## src/rtl/keccak_share_compress.sv

```systemverilog
// Registers the SHARES**2-share chi/iota output, XOR-compresses it to SHARES shares; 2-cycle latency.
// Two-entry elastic valid/ready pipe: full only when both stages hold data and the consumer stalls.
module keccak_share_compress #(
  parameter int SHARES = 2,
  parameter int W      = 8
) (
  input  logic                           ClkxCI,
  input  logic                           RstxRBI,
  input  logic [SHARES*SHARES*25*W-1:0]  InxDI,
  input  logic                           InValidxSI,
  output logic                           InReadyxSO,
  input  logic                           InLastxSI,
  output logic [SHARES*25*W-1:0]         OutxDO,
  output logic                           OutValidxSO,
  input  logic                           OutReadyxSI,
  output logic                           OutLastxSO,
  output logic [4:0]                     RoundCntxDO
);

  localparam int SHARE_W = 25 * W;
  localparam int EXP_W   = SHARES * SHARES * SHARE_W;
  localparam int OUT_W   = SHARES * SHARE_W;

  logic [EXP_W-1:0] a_data;
  logic             a_vld;
  logic             a_last;
  logic [OUT_W-1:0] b_data;
  logic             b_vld;
  logic             b_last;
  logic [OUT_W-1:0] comp;
  logic [4:0]       round_cnt;
  logic             b_rdy;
  logic             a_load;
  logic             b_load;
  logic             out_xfer;

  assign b_rdy      = !b_vld | OutReadyxSI;
  assign InReadyxSO = !a_vld | b_rdy;
  assign a_load     = InValidxSI & InReadyxSO;
  assign b_load     = a_vld & b_rdy;
  assign out_xfer   = b_vld & OutReadyxSI;

  // Compression only ever sees the registered expanded shares, never InxDI directly.
  always_comb begin
    comp = '0;
    for (int j = 0; j < SHARES; j++) begin
      for (int k = 0; k < SHARES; k++) begin
        comp[j*SHARE_W +: SHARE_W] = comp[j*SHARE_W +: SHARE_W]
                                   ^ a_data[(j*SHARES+k)*SHARE_W +: SHARE_W];
      end
    end
  end

  always_ff @(posedge ClkxCI or negedge RstxRBI) begin
    if (!RstxRBI) begin
      a_data <= '0;
      a_last <= 1'b0;
      a_vld  <= 1'b0;
    end else if (a_load) begin
      a_data <= InxDI;
      a_last <= InLastxSI;
      a_vld  <= 1'b1;
    end else if (b_load) begin
      a_vld  <= 1'b0;
    end
  end

  always_ff @(posedge ClkxCI or negedge RstxRBI) begin
    if (!RstxRBI) begin
      b_data <= '0;
      b_last <= 1'b0;
      b_vld  <= 1'b0;
    end else if (b_load) begin
      b_data <= comp;
      b_last <= a_last;
      b_vld  <= 1'b1;
    end else if (out_xfer) begin
      b_vld  <= 1'b0;
    end
  end

  // Beat index within the permutation; the last-tagged beat restarts the count.
  always_ff @(posedge ClkxCI or negedge RstxRBI) begin
    if (!RstxRBI) begin
      round_cnt <= 5'd0;
    end else if (out_xfer) begin
      round_cnt <= b_last ? 5'd0 : round_cnt + 5'd1;
    end
  end

  assign OutxDO      = b_data;
  assign OutValidxSO = b_vld;
  assign OutLastxSO  = b_last;
  assign RoundCntxDO = round_cnt;

endmodule
```

## config.mk

```make
export PLATFORM = sky130hd
export DESIGN_NAME = keccak_share_compress
export DESIGN_NICKNAME = d
export VERILOG_FILES = /design/src/rtl/keccak_share_compress.sv
export SDC_FILE = /design/constraint.sdc
export NUM_CORES = 1
export LEC_CHECK = 0
export BUFFER_PORTS_ARGS = -buffer_cell sky130_fd_sc_hd__buf_2
export CAP_MARGIN = 20
export CELL_PAD_IN_SITES_DETAIL_PLACEMENT = 1
export CELL_PAD_IN_SITES_GLOBAL_PLACEMENT = 2
export CORE_AREA = 5 5 465 467
export CTS_CLUSTER_DIAMETER = 30
export CTS_CLUSTER_SIZE = 14
export DETAILED_ROUTE_END_ITERATION = 7
export DIE_AREA = 0 0 470 472
export PLACE_DENSITY_LB_ADDON = 0.1
export SYNTH_ARGS = -nofsm -noshare
export SYNTH_HDL_FRONTEND = slang
export SYNTH_SLANG_ARGS = --single-unit
```

## constraint.sdc

```tcl
create_clock -name ClkxCI -period 1.5 [get_ports ClkxCI]
set_input_delay 0.075 -clock ClkxCI [delete_from_list [all_inputs] [get_ports ClkxCI]]
set_output_delay 0.075 -clock ClkxCI [all_outputs]
set_load 0.01 [all_outputs]
```

# After elaboration in Yosys (flattened, before gate mapping)
# Cells that the tools add are included.
word_totals:
  reg_bits: 1209
  latch_bits: 0
  mem_bits_rw: 0
  rom_bits: 0
  output_inout_bits: 408
  mem_count: 0
op_classes:
  add_sub_neg: 1
  n_mul: 0
  n_div: 0
  magnitude_cmp: 0
  eq_ne: 0
  shifts: 0
  n_mux: 5
  n_bitwise: 7
  reduce_logical: 4
op_table:
  columns: ["op", "n"]
  rows:
  - ["XOR 200 bit", 2]
  - ["adder 5 x 1 -> 5 bit, second input constant", 1]
  - ["two-way mux 5 bit", 1]
  - ["two-way mux 1 bit", 4]
  - ["nonzero test 2 bit", 2]
  - ["bitwise AND 1 bit", 3]
  - ["zero test 1 bit", 2]
  - ["bitwise OR 1 bit", 2]

# Longest topological paths before layout
# Gate-level depths: netlist (run 1).
depth:
  ltp_word: 5
  depth_mapped: 6
  depth_no_buf: 4

# Worst setup path before layout (run 1)
# OpenSTA, ideal clock, no wires.
synth_path:
  path_kind: "register to register"
  start: "register b_vld (netlist: OutValidxSO)"
  end: "register a_data[0]"
  setup_time_ns: 0.125
  arrival_ns: 1.473
  required_time_ns: 1.375
  slack_ns: -0.098
  stages_incl_launch_ff: 7
  path_buffers: 3
  cell_sequence: "dfrtp_1 > nand3b_4 > and2_1 > buf_6 > buf_6 > buf_6 > mux2_4"
synth_via:
  elab_chain_cells: 4
synth_lines:
  columns: ["element", "line_no", "text"]
  rows:
  - ["from (decl)", "28", "logic b_vld;"]
  - ["from (signal assigned)", "72", "b_vld <= 1'b0;"]
  - ["from (signal assigned)", "76", "b_vld <= 1'b1;"]
  - ["from (signal assigned)", "78", "b_vld <= 1'b0;"]
  - ["zero test 1 bit", "37", "assign b_rdy = !b_vld | OutReadyxSI;"]
  - ["bitwise OR 1 bit", "37", null]
  - ["bitwise OR 1 bit", "38", "assign InReadyxSO = !a_vld | b_rdy;"]
  - ["named net InReadyxSO", "11", "output logic InReadyxSO,"]
  - ["bitwise AND 1 bit", "39", "assign a_load = InValidxSI & InReadyxSO;"]
  - ["to (signal assigned)", "60", "a_data <= InxDI;"]
  - ["to (decl)", "24", "logic [EXP_W-1:0] a_data;"]
# The timed path passes the listed nets, and every way through them passes these cells.
# A chain may end at the register's enable or synchronous reset.

# Final worst setup path (run 1)
layout_path:
  start: "register b_vld (netlist: OutValidxSO)"
  end: "register a_data[406]"
layout_via:
  elab_chain_cells: 4
layout_lines:
  columns: ["element", "line_no"]
  rows:
  - ["zero test 1 bit", "37"]
  - ["bitwise OR 1 bit", "37"]
  - ["bitwise OR 1 bit", "38"]
  - ["bitwise AND 1 bit", "39"]
# Every way passes these cells.

==> qor.csv, run 1 <==
metric,value,unit
Synthesis Warnings,0,
grt total ovfl,0,
PwrDens,1720,nW/um^2
Max Cap Viol,0,
Fmax achieved,565,MHz
"CTS clk-pin slew, worst paths",0.04,ns
htree depth,5,
Worst Skew,0.0800,ns
Worst Slack Setup Final,-0.270,ns
die span in x,470,um
Initial Utilization,0.245,
Leakage Power,42.9,nW
setup violators final,1313,
CP cell instances,"nand3b_4, and2_4, buf_12, buf_16, mux2_4",
Routed WL,202000,um
Placer Congestion,0.766,
Critical-path top delay cell,dfrtp_2,
clock buffer depth,4,
Yosys cell types,21,
total track usage,0.178,
WP data arrival,2.49,ns
hpwl dp,146000,um
min cycle time layout,1.77,ns
CTS sink cnt,1209,
Hold WC Path Type,primary input to flip-flop,
die area,222000,um^2
Reg area,30300,um^2
ANT nets after route,0,
Mapped Nets,3776,
Worst setup EP type,flip-flop,
Worst VDD drop,1.23,mV
area of placed instances,62900,um^2
delay of the slowest cell on the worst path,0.42,ns
ys flop type,dfrtp_1,
worst-path fanout max,26,
CP top delay family,buffers and inverters,
drt first pass iters,4,
"Seq/Total Area, Yosys",0.586,
Avg Inst Size Synth,17.4,um^2
CTS Buf Count,404,
Final Hold Fails,0,
vias in the first global route,43900,
data required time of the worst path,2.21,ns
WL per Instance,21.6,um
Post-Synthesis Cell Area,51600,um^2
Fill cells,21600,
Buf/Inv on CP,2,
failing checks,setup timing,
synthesized instance count,2970,
Synth async-reset ratio,1.00,
hold_ws,0.0464,ns
Worst slew margin,0.697,
initial antenna violation count,108,
maximum number of pins on one net before global-route repair,53,
Layout Utilization,0.433,
Layout Area Growth over Synthesis,77.0,%
Max Slew Vio Count,0,
vias,37500,
boundary pin count,1213,
top post-synthesis cells by area,"dfrtp_1 (59%), mux2_4 (23%), mux2_2 (9.0%)",
CTS root buf,clkbuf_16,
top cell type's share of synthesized area,0.586,
outcome,"finished, violations left",
area of the multi-input gates,20200,um^2
Die Span Y,472,um
drt drc,0,
worst slew pin tran,0.454,ns
total core area,211000,um^2
DRT iter0 DRCs,883,
period utilization,1.18,
Worst-Skew Late Latency,0.91,ns
layout cells sized above 1,0.504,
vias per cell,4.00,
CTS tree,yes,
crit path kind,flip-flop to flip-flop,
first-pass GRT wire length,297000,um
Startpoint Class,flip-flop,
top-count cell post-synth,dfrtp_1,
RSZ-0062 raised after global routing,true,
Nets,6972,
Final Cell Area,91400,um^2
"EDFF count, synth",0,
row count,169,
post-synthesis register bit count,1209,
top post-synthesis cells by count,"dfrtp_1 (1209), mux2_4 (790), mux2_2 (412), xor2_1 (400), buf_6 (88)",
Port Buf Inserts,1212,
top cell type by total area after synthesis,dfrtp_1,
## worst register-to-register path, stage by stage (launching register included)
cell      delay [ns]
dfrtp_2         0.42
nand3b_4        0.09
and2_4          0.20
buf_12          0.24
buf_16          0.30
mux2_4          0.34
## cell families after synthesis
group           Yosys count  synth area share
fa+ha+maj                 1          0.000242
mux                    1202             0.319
flops                  1209             0.586
xor+xnor                400            0.0678
simple gates             18           0.00225
compound gates            6          0.000824
buf+inv                 134            0.0236
## metrics by stage
stage / TNS, ns / setup slack [ns] / instances / power, mW
floorplan: -52.85 / -0.0685 / 2970 / 59.4
global placement: -181.25 / -0.249 / 7076 / 72.9
detailed placement: -185.33 / -0.253 / 7076 / 73.2
CTS: -238.48 / -0.301 / 9289 / 159
global route: -259.50 / -0.316 / 9335 / 164
finish: -167.50 / -0.270 / 9358 / 157
## cells in the final DEF (no fill, tap or decap), types with 2 or more instances in the layout
cell type      netlist  routed
a221o_1              2       2
buf_12               0     102
buf_16               0       2
buf_2               45    1205
buf_4                0     104
buf_6               88      13
bufinv_16            0      29
clkbuf_1             0      87
clkbuf_16            0     411
clkbuf_8             0      82
clkinv_2             0      91
clkinvlp_4           0       7
dfrtp_1           1209    1204
dfrtp_2              0       5
diode_2              0      64
dlygate4sd3_1        0    1497
inv_6                0       3
mux2_2             412     411
mux2_4             790     791
nand2_1              4       3
nand2b_1             4       4
nand3_1              2       2
nor2b_1              2       2
nor4_1               2       2
o21ai_0              2       2
xor2_1             400     400
## repair_timing
item / 4_1_cts / 5_1_grt
pin swaps: 0 / 1
hold buffers: 1498 / 0
buffers inserted: 2 / 5
setup endpoints to repair: 1583 / 1592
hold endpoints to repair: 2026 / 0
gates resized for setup: 21 / 12
## layer usage
metal	share of wire	vias to the layer above	track usage
met2	0.49	1234	0.307
met1	0.39	18800	0.200
met5	0.00094	-	0
met4	0.032	30	0.0599
met3	0.081	448	0.0709
li1	-	17000	-
## state kept, by name, summed over array words and instances (netlist names)
name,cells
a_last,1
OutxDO,400
a_vld,1
OutValidxSO,1
RoundCntxDO,5
a_data,800
OutLastxSO,1
## final cells by class
type / count / area share
Antenna cell: 64 / 0.00175
Multi-Input combinational cell: 1627 / 0.221
Sequential cell: 1209 / 0.331
Clock buffer: 580 / 0.128
Tap cell: 2821 / 0.0386
Timing Repair Buffer: 2923 / 0.263
Clock inverter: 133 / 0.0161
Inverter: 1 / 0.0000411
## power by group
part,switching [mW],internal (mW),total [mW],leakage (nW)
sequential,4.87,40.5,45.4,14.1
combinational,13.6,16.8,30.4,22.2
clock,22.9,58.1,81.0,6.57
total,41.4,115,157,42.9
## worst paths after layout
| check | startpoint | to | slack, ns | depth (start not counted) |
|---|---|---|---|---|
| max reg2reg | OutValidxSO | a_data[406] | -0.27 | 5 |
| max in group asynchronous | RstxRBI | a_data[134] | 0.25 | 6 |
| min | InxDI[789] | a_data[789] | 0.05 | 3 |
| min reg2reg | OutxDO[171] | OutxDO[171] | 0.49 | 1 |
| min in group asynchronous | RstxRBI | a_data[203] | 0.45 | 4 |
| max | OutValidxSO | a_data[406] | -0.27 | 5 |
No activity file was read; power rests on OpenSTA's default activity.
==> inputs of run 2 (changes only) <==
--- a/config.mk
+++ b/config.mk
@@ -9,11 +9,12 @@
 export CAP_MARGIN = 20
 export CELL_PAD_IN_SITES_DETAIL_PLACEMENT = 1
 export CELL_PAD_IN_SITES_GLOBAL_PLACEMENT = 2
-export CORE_AREA = 5 5 465 467
+export CORE_AREA = 5 5 472 474
+export CTS_BUF_LIST = sky130_fd_sc_hd__clkbuf_4 sky130_fd_sc_hd__clkbuf_8
 export CTS_CLUSTER_DIAMETER = 30
 export CTS_CLUSTER_SIZE = 14
 export DETAILED_ROUTE_END_ITERATION = 7
-export DIE_AREA = 0 0 470 472
+export DIE_AREA = 0 0 477 479
 export PLACE_DENSITY_LB_ADDON = 0.1
 export SYNTH_ARGS = -nofsm -noshare
 export SYNTH_HDL_FRONTEND = slang
==> run 2 against run 1 <==
  * The run now fails in clock tree synthesis (4_1_cts)
  * Synthesized cell count unchanged
  * Synthesized area unchanged
==> qor.csv, run 2 <==
metric,value,unit,change
ys flop type,dfrtp_1,,
CTS root buf,clkbuf_8,,
boundary pin count,1213,,unchanged
CTS sink cnt,1209,,unchanged
clock buffer depth,4,,unchanged
Yosys cell types,21,,unchanged
top cell type by total area after synthesis,dfrtp_1,,
Post-Synth Simple-Gate Area,0.00225,,unchanged
row count,172,,+1.8%
top-count cell post-synth,dfrtp_1,,
fraction of the mapped netlist area in compound gates,0.000824,,unchanged
"Seq/Total Area, Yosys",0.586,,unchanged
"EDFF count, synth",0,,unchanged
top post-synthesis cells by count,"dfrtp_1 (1209), mux2_4 (790), mux2_2 (412), xor2_1 (400), buf_6 (88)",,
Avg Inst Size Synth,17.4,um^2,unchanged
CTS Hold Bufs,1591,,+6.2%
adder-cell share of the synthesized area,0.000242,,unchanged
area of placed instances,62600,um^2,-0.41%
outcome,did not finish,,
Mapped Nets,3776,,unchanged
Synth async-reset ratio,1.00,,unchanged
largest family of logic cells by synthesized area,multiplexers,,
top cell type's share of synthesized area,0.586,,unchanged
Last stage,clock tree synthesis (4_1_cts),,
DP Worst Slack,-0.388,ns,-0.135 ns
post-synthesis register bit count,1209,,unchanged
die span in x,477,um,+1.5%
hpwl dp,144000,um,-1.7%
setup bufs post-CTS,84,,+82
mux contribution to synthesized area,0.319,,unchanged
Die Span Y,479,um,+1.5%
Placer Congestion,0.764,,-0.37%
post_cts resized,420,,+1900%
Tool Error,[ERROR RSZ-0060] Max buffer count reached.,,
post-synthesis xor/xnor area fraction,0.0678,,unchanged
top post-synthesis cells by area,"dfrtp_1 (59%), mux2_4 (23%), mux2_2 (9.0%)",,
CTS Buf Count,404,,unchanged
Initial Utilization,0.236,,-0.00805
htree depth,5,,unchanged
Port Buf Inserts,1212,,unchanged
Synthesis Warnings,0,,unchanged
synthesized instance count,2970,,unchanged
Post-Synthesis Cell Area,51600,um^2,unchanged
run 2: logic make-up after synthesis:
| family | Yosys count |
|---|---|
| adders and majority gates | 1 |
| DFF | 1209 |
| AOI/OAI and AO/OA | 6 |
| buffers and inverters | 134 |
| xor gates and xnor gates | 400 |
| muxes | 1202 |
| and+or+nand+nor | 18 |
run 2: stage by stage:
| step | TNS, ns | hold slack (ns) | utilization | instances |
|---|---|---|---|---|
| after floorplan | -52.85 | -0.221 | - | 2970 |
| after global placement | -274.55 | -0.00598 | 0.287 | 7108 |
| after detailed placement | -281.99 | -0.00522 | 0.287 | 7108 |
==> inputs of run 3 (changes only) <==
==> config.mk (replaced) <==
export PLATFORM = sky130hd
export DESIGN_NAME = keccak_share_compress
export DESIGN_NICKNAME = d
export VERILOG_FILES = /design/src/rtl/keccak_share_compress.sv
export SDC_FILE = /design/constraint.sdc
export NUM_CORES = 1
export LEC_CHECK = 0
export BUFFER_PORTS_ARGS = -buffer_cell sky130_fd_sc_hd__buf_2
export CAP_MARGIN = 20
export CORE_AREA = 5 5 475 477
export DETAILED_ROUTE_END_ITERATION = 7
export DIE_AREA = 0 0 480 482
export PLACE_DENSITY_LB_ADDON = 0.15
export SYNTH_ARGS = -nofsm -noshare
export SYNTH_HDL_FRONTEND = slang
export SYNTH_SLANG_ARGS = --single-unit
==> constraint.sdc (replaced) <==
create_clock -name ClkxCI -period 2 [get_ports ClkxCI]
set_input_delay 0.1 -clock ClkxCI [delete_from_list [all_inputs] [get_ports ClkxCI]]
set_output_delay 0.1 -clock ClkxCI [all_outputs]
set_load 0.01 [all_outputs]
==> run 3 against run 2 <==
  * The flow now finishes without violations
==> qor.csv, run 3 (synthesis results as in run 1) <==
metric,value,unit,change
data required time of the worst path,1.90,ns,
htree depth,4,,-1
clock power share,0.334,,
"CTS clk-pin slew, worst paths",0.06,ns,
min cycle time layout,1.87,ns,
drt drc,0,,
Leakage Power,36.1,nW,
initial antenna violation count,64,,
Max Slew Vio Count,0,,
P_int,58.0,mW,
Initial Utilization,0.234,,-0.00275
Net Sw Frac,0.301,,
layout cells sized above 1,0.516,,
sequential power share,0.409,,
max FFs per register,800,,
clock buffer depth,3,,-1
setup_tns,0,ns,
DRT iter0 DRCs,1053,,
Tot Pwr,83.1,mW,
WL per Instance,21.3,um,
Logic pwr share,0.257,,
Port Buf Inserts,1212,,unchanged
area of placed instances,62300,um^2,-0.54%
CTS tree,yes,,
WP data arrival,1.77,ns,
vias per cell,3.87,,
total track usage,0.152,,
outcome,"finished, final reports clean",,
Max Cap Viol,0,,
"commonest cells after routing, fill and taps aside","buf_2 (1211), dfrtp_1 (1209), dlygate4sd3_1 (954), mux2_4 (790), mux2_2 (412)",,
die area,231000,um^2,
delay of the slowest cell on the worst path,0.74,ns,
die span in x,480,um,+0.63%
Placer Congestion,0.802,,+5.0%
Hold WC Path Type,primary input to flip-flop,,
Final Hold Fails,0,,
Worst setup EP type,output pin,,
"commonest non-fill, non-tap cell in the layout",buf_2,,
worst-path fanout max,9,,
Placed Cells,7170,,+0.87%
Routed WL,180000,um,
Worst-Skew Late Latency,0.78,ns,
CTS Buf Count,153,,-62%
CTS root buf,clkbuf_16,,
Fmax achieved,535,MHz,
worst slew pin tran,0.628,ns,
boundary pin count,1213,,unchanged
RSZ-0062 raised after global routing,false,,
grt total ovfl,0,,
Worst slew margin,0.581,,
vias,32700,,
Critical-path top delay cell,dfrtp_1,,
Startpoint Class,flip-flop,,
drt first pass iters,6,,
Worst VDD drop,0.745,mV,
hpwl dp,136000,um,-5.5%
Biggest register,a_data,,
Worst Skew,0.0399,ns,
first-pass GRT wire length,260000,um,
Worst Slack Setup Final,0.131,ns,
Final Non-Filler Cells,8439,,
CP top delay family,flip-flops,,
Die Span Y,482,um,+0.63%
CP cell instances,buf_2,,
Buf/Inv on CP,1,,
ANT nets after route,0,,
PwrDens,1080,nW/um^2,
period utilization,0.935,,
setup bufs post-CTS,0,,-100%
total core area,221000,um^2,
vias in the first global route,36800,,
crit path kind,flip-flop to output pin,,
CTS sink cnt,1209,,unchanged
Layout Area Growth over Synthesis,49.1,%,
P_sw,25.0,mW,
Nets,6111,,
Final Cell Area,77000,um^2,
row count,173,,+0.58%
DP Worst Slack,0.185,ns,+0.573 ns
setup violators final,0,,
maximum number of pins on one net before global-route repair,93,,
==> run 3: through the flow <==
| stage | hold WS [ns] | util |
|---|---|---|
| floorplan | -0.196 | - |
| global placement | 0.0395 | 0.282 |
| detailed placement | 0.0649 | 0.282 |
| CTS | 0.0000124 | 0.348 |
| global route | 0.0185 | 0.348 |
| finish | 0.0957 | 0.348 |
==> run 3: worst min-delay path, cell delays in order <==
cell,delay (ns)
dlygate4sd3_1,0.52
buf_2,0.10
mux2_4,0.12
==> run 3: layout make-up <==
class / count / area [um^2]
Clock buffer: 229 / 4550
Timing Repair Buffer: 2313 / 17700
Antenna cell: 46 / 115
Tap cell: 2975 / 3720
Fill cell: 21800 / 144000
Sequential cell: 1209 / 30300
Multi-Input combinational cell: 1627 / 20200
Inverter: 1 / 3.75
Clock inverter: 39 / 499
==> run 3: layer usage <==
metal	part of all wire	GRT usage	wire length (um)
met3	0.081	0.0537	14600
met4	0.037	0.0552	6710
met2	0.47	0.253	85500
met1	0.41	0.182	73200
met5	0.00051	0	91
==> run 3: power by group through the flow <==
stage	clock network, mW	logic [mW]	registers, mW
after global routing	29.8	23.1	34.7
final	27.7	21.4	34.0
after CTS	28.9	21.9	34.1
after global placement	0	20.1	34.3
after floorplan	0	9.39	35.2
after detailed placement	0	20.2	34.4
==> run 3: repair_timing <==
action / 4_1_cts / 5_1_grt
gates resized for setup: 0 / 0
hold buffers: 955 / 0
hold endpoints to repair: 2001 / 0
==> run 3: final timing paths <==
check / start / end / slack (ns) / cells after the start
setup / recovery: OutLastxSO / OutLastxSO / 0.13 / 1
hold / removal: InxDI[568] / a_data[568] / 0.1 / 3
setup reg to reg: a_vld / a_data[237] / 0.20 / 6
hold reg to reg: OutxDO[30] / OutxDO[30] / 0.50 / 1
max in group asynchronous: RstxRBI / a_data[671] / 1.15 / 4
min in group asynchronous: RstxRBI / a_data[135] / 0.20 / 3
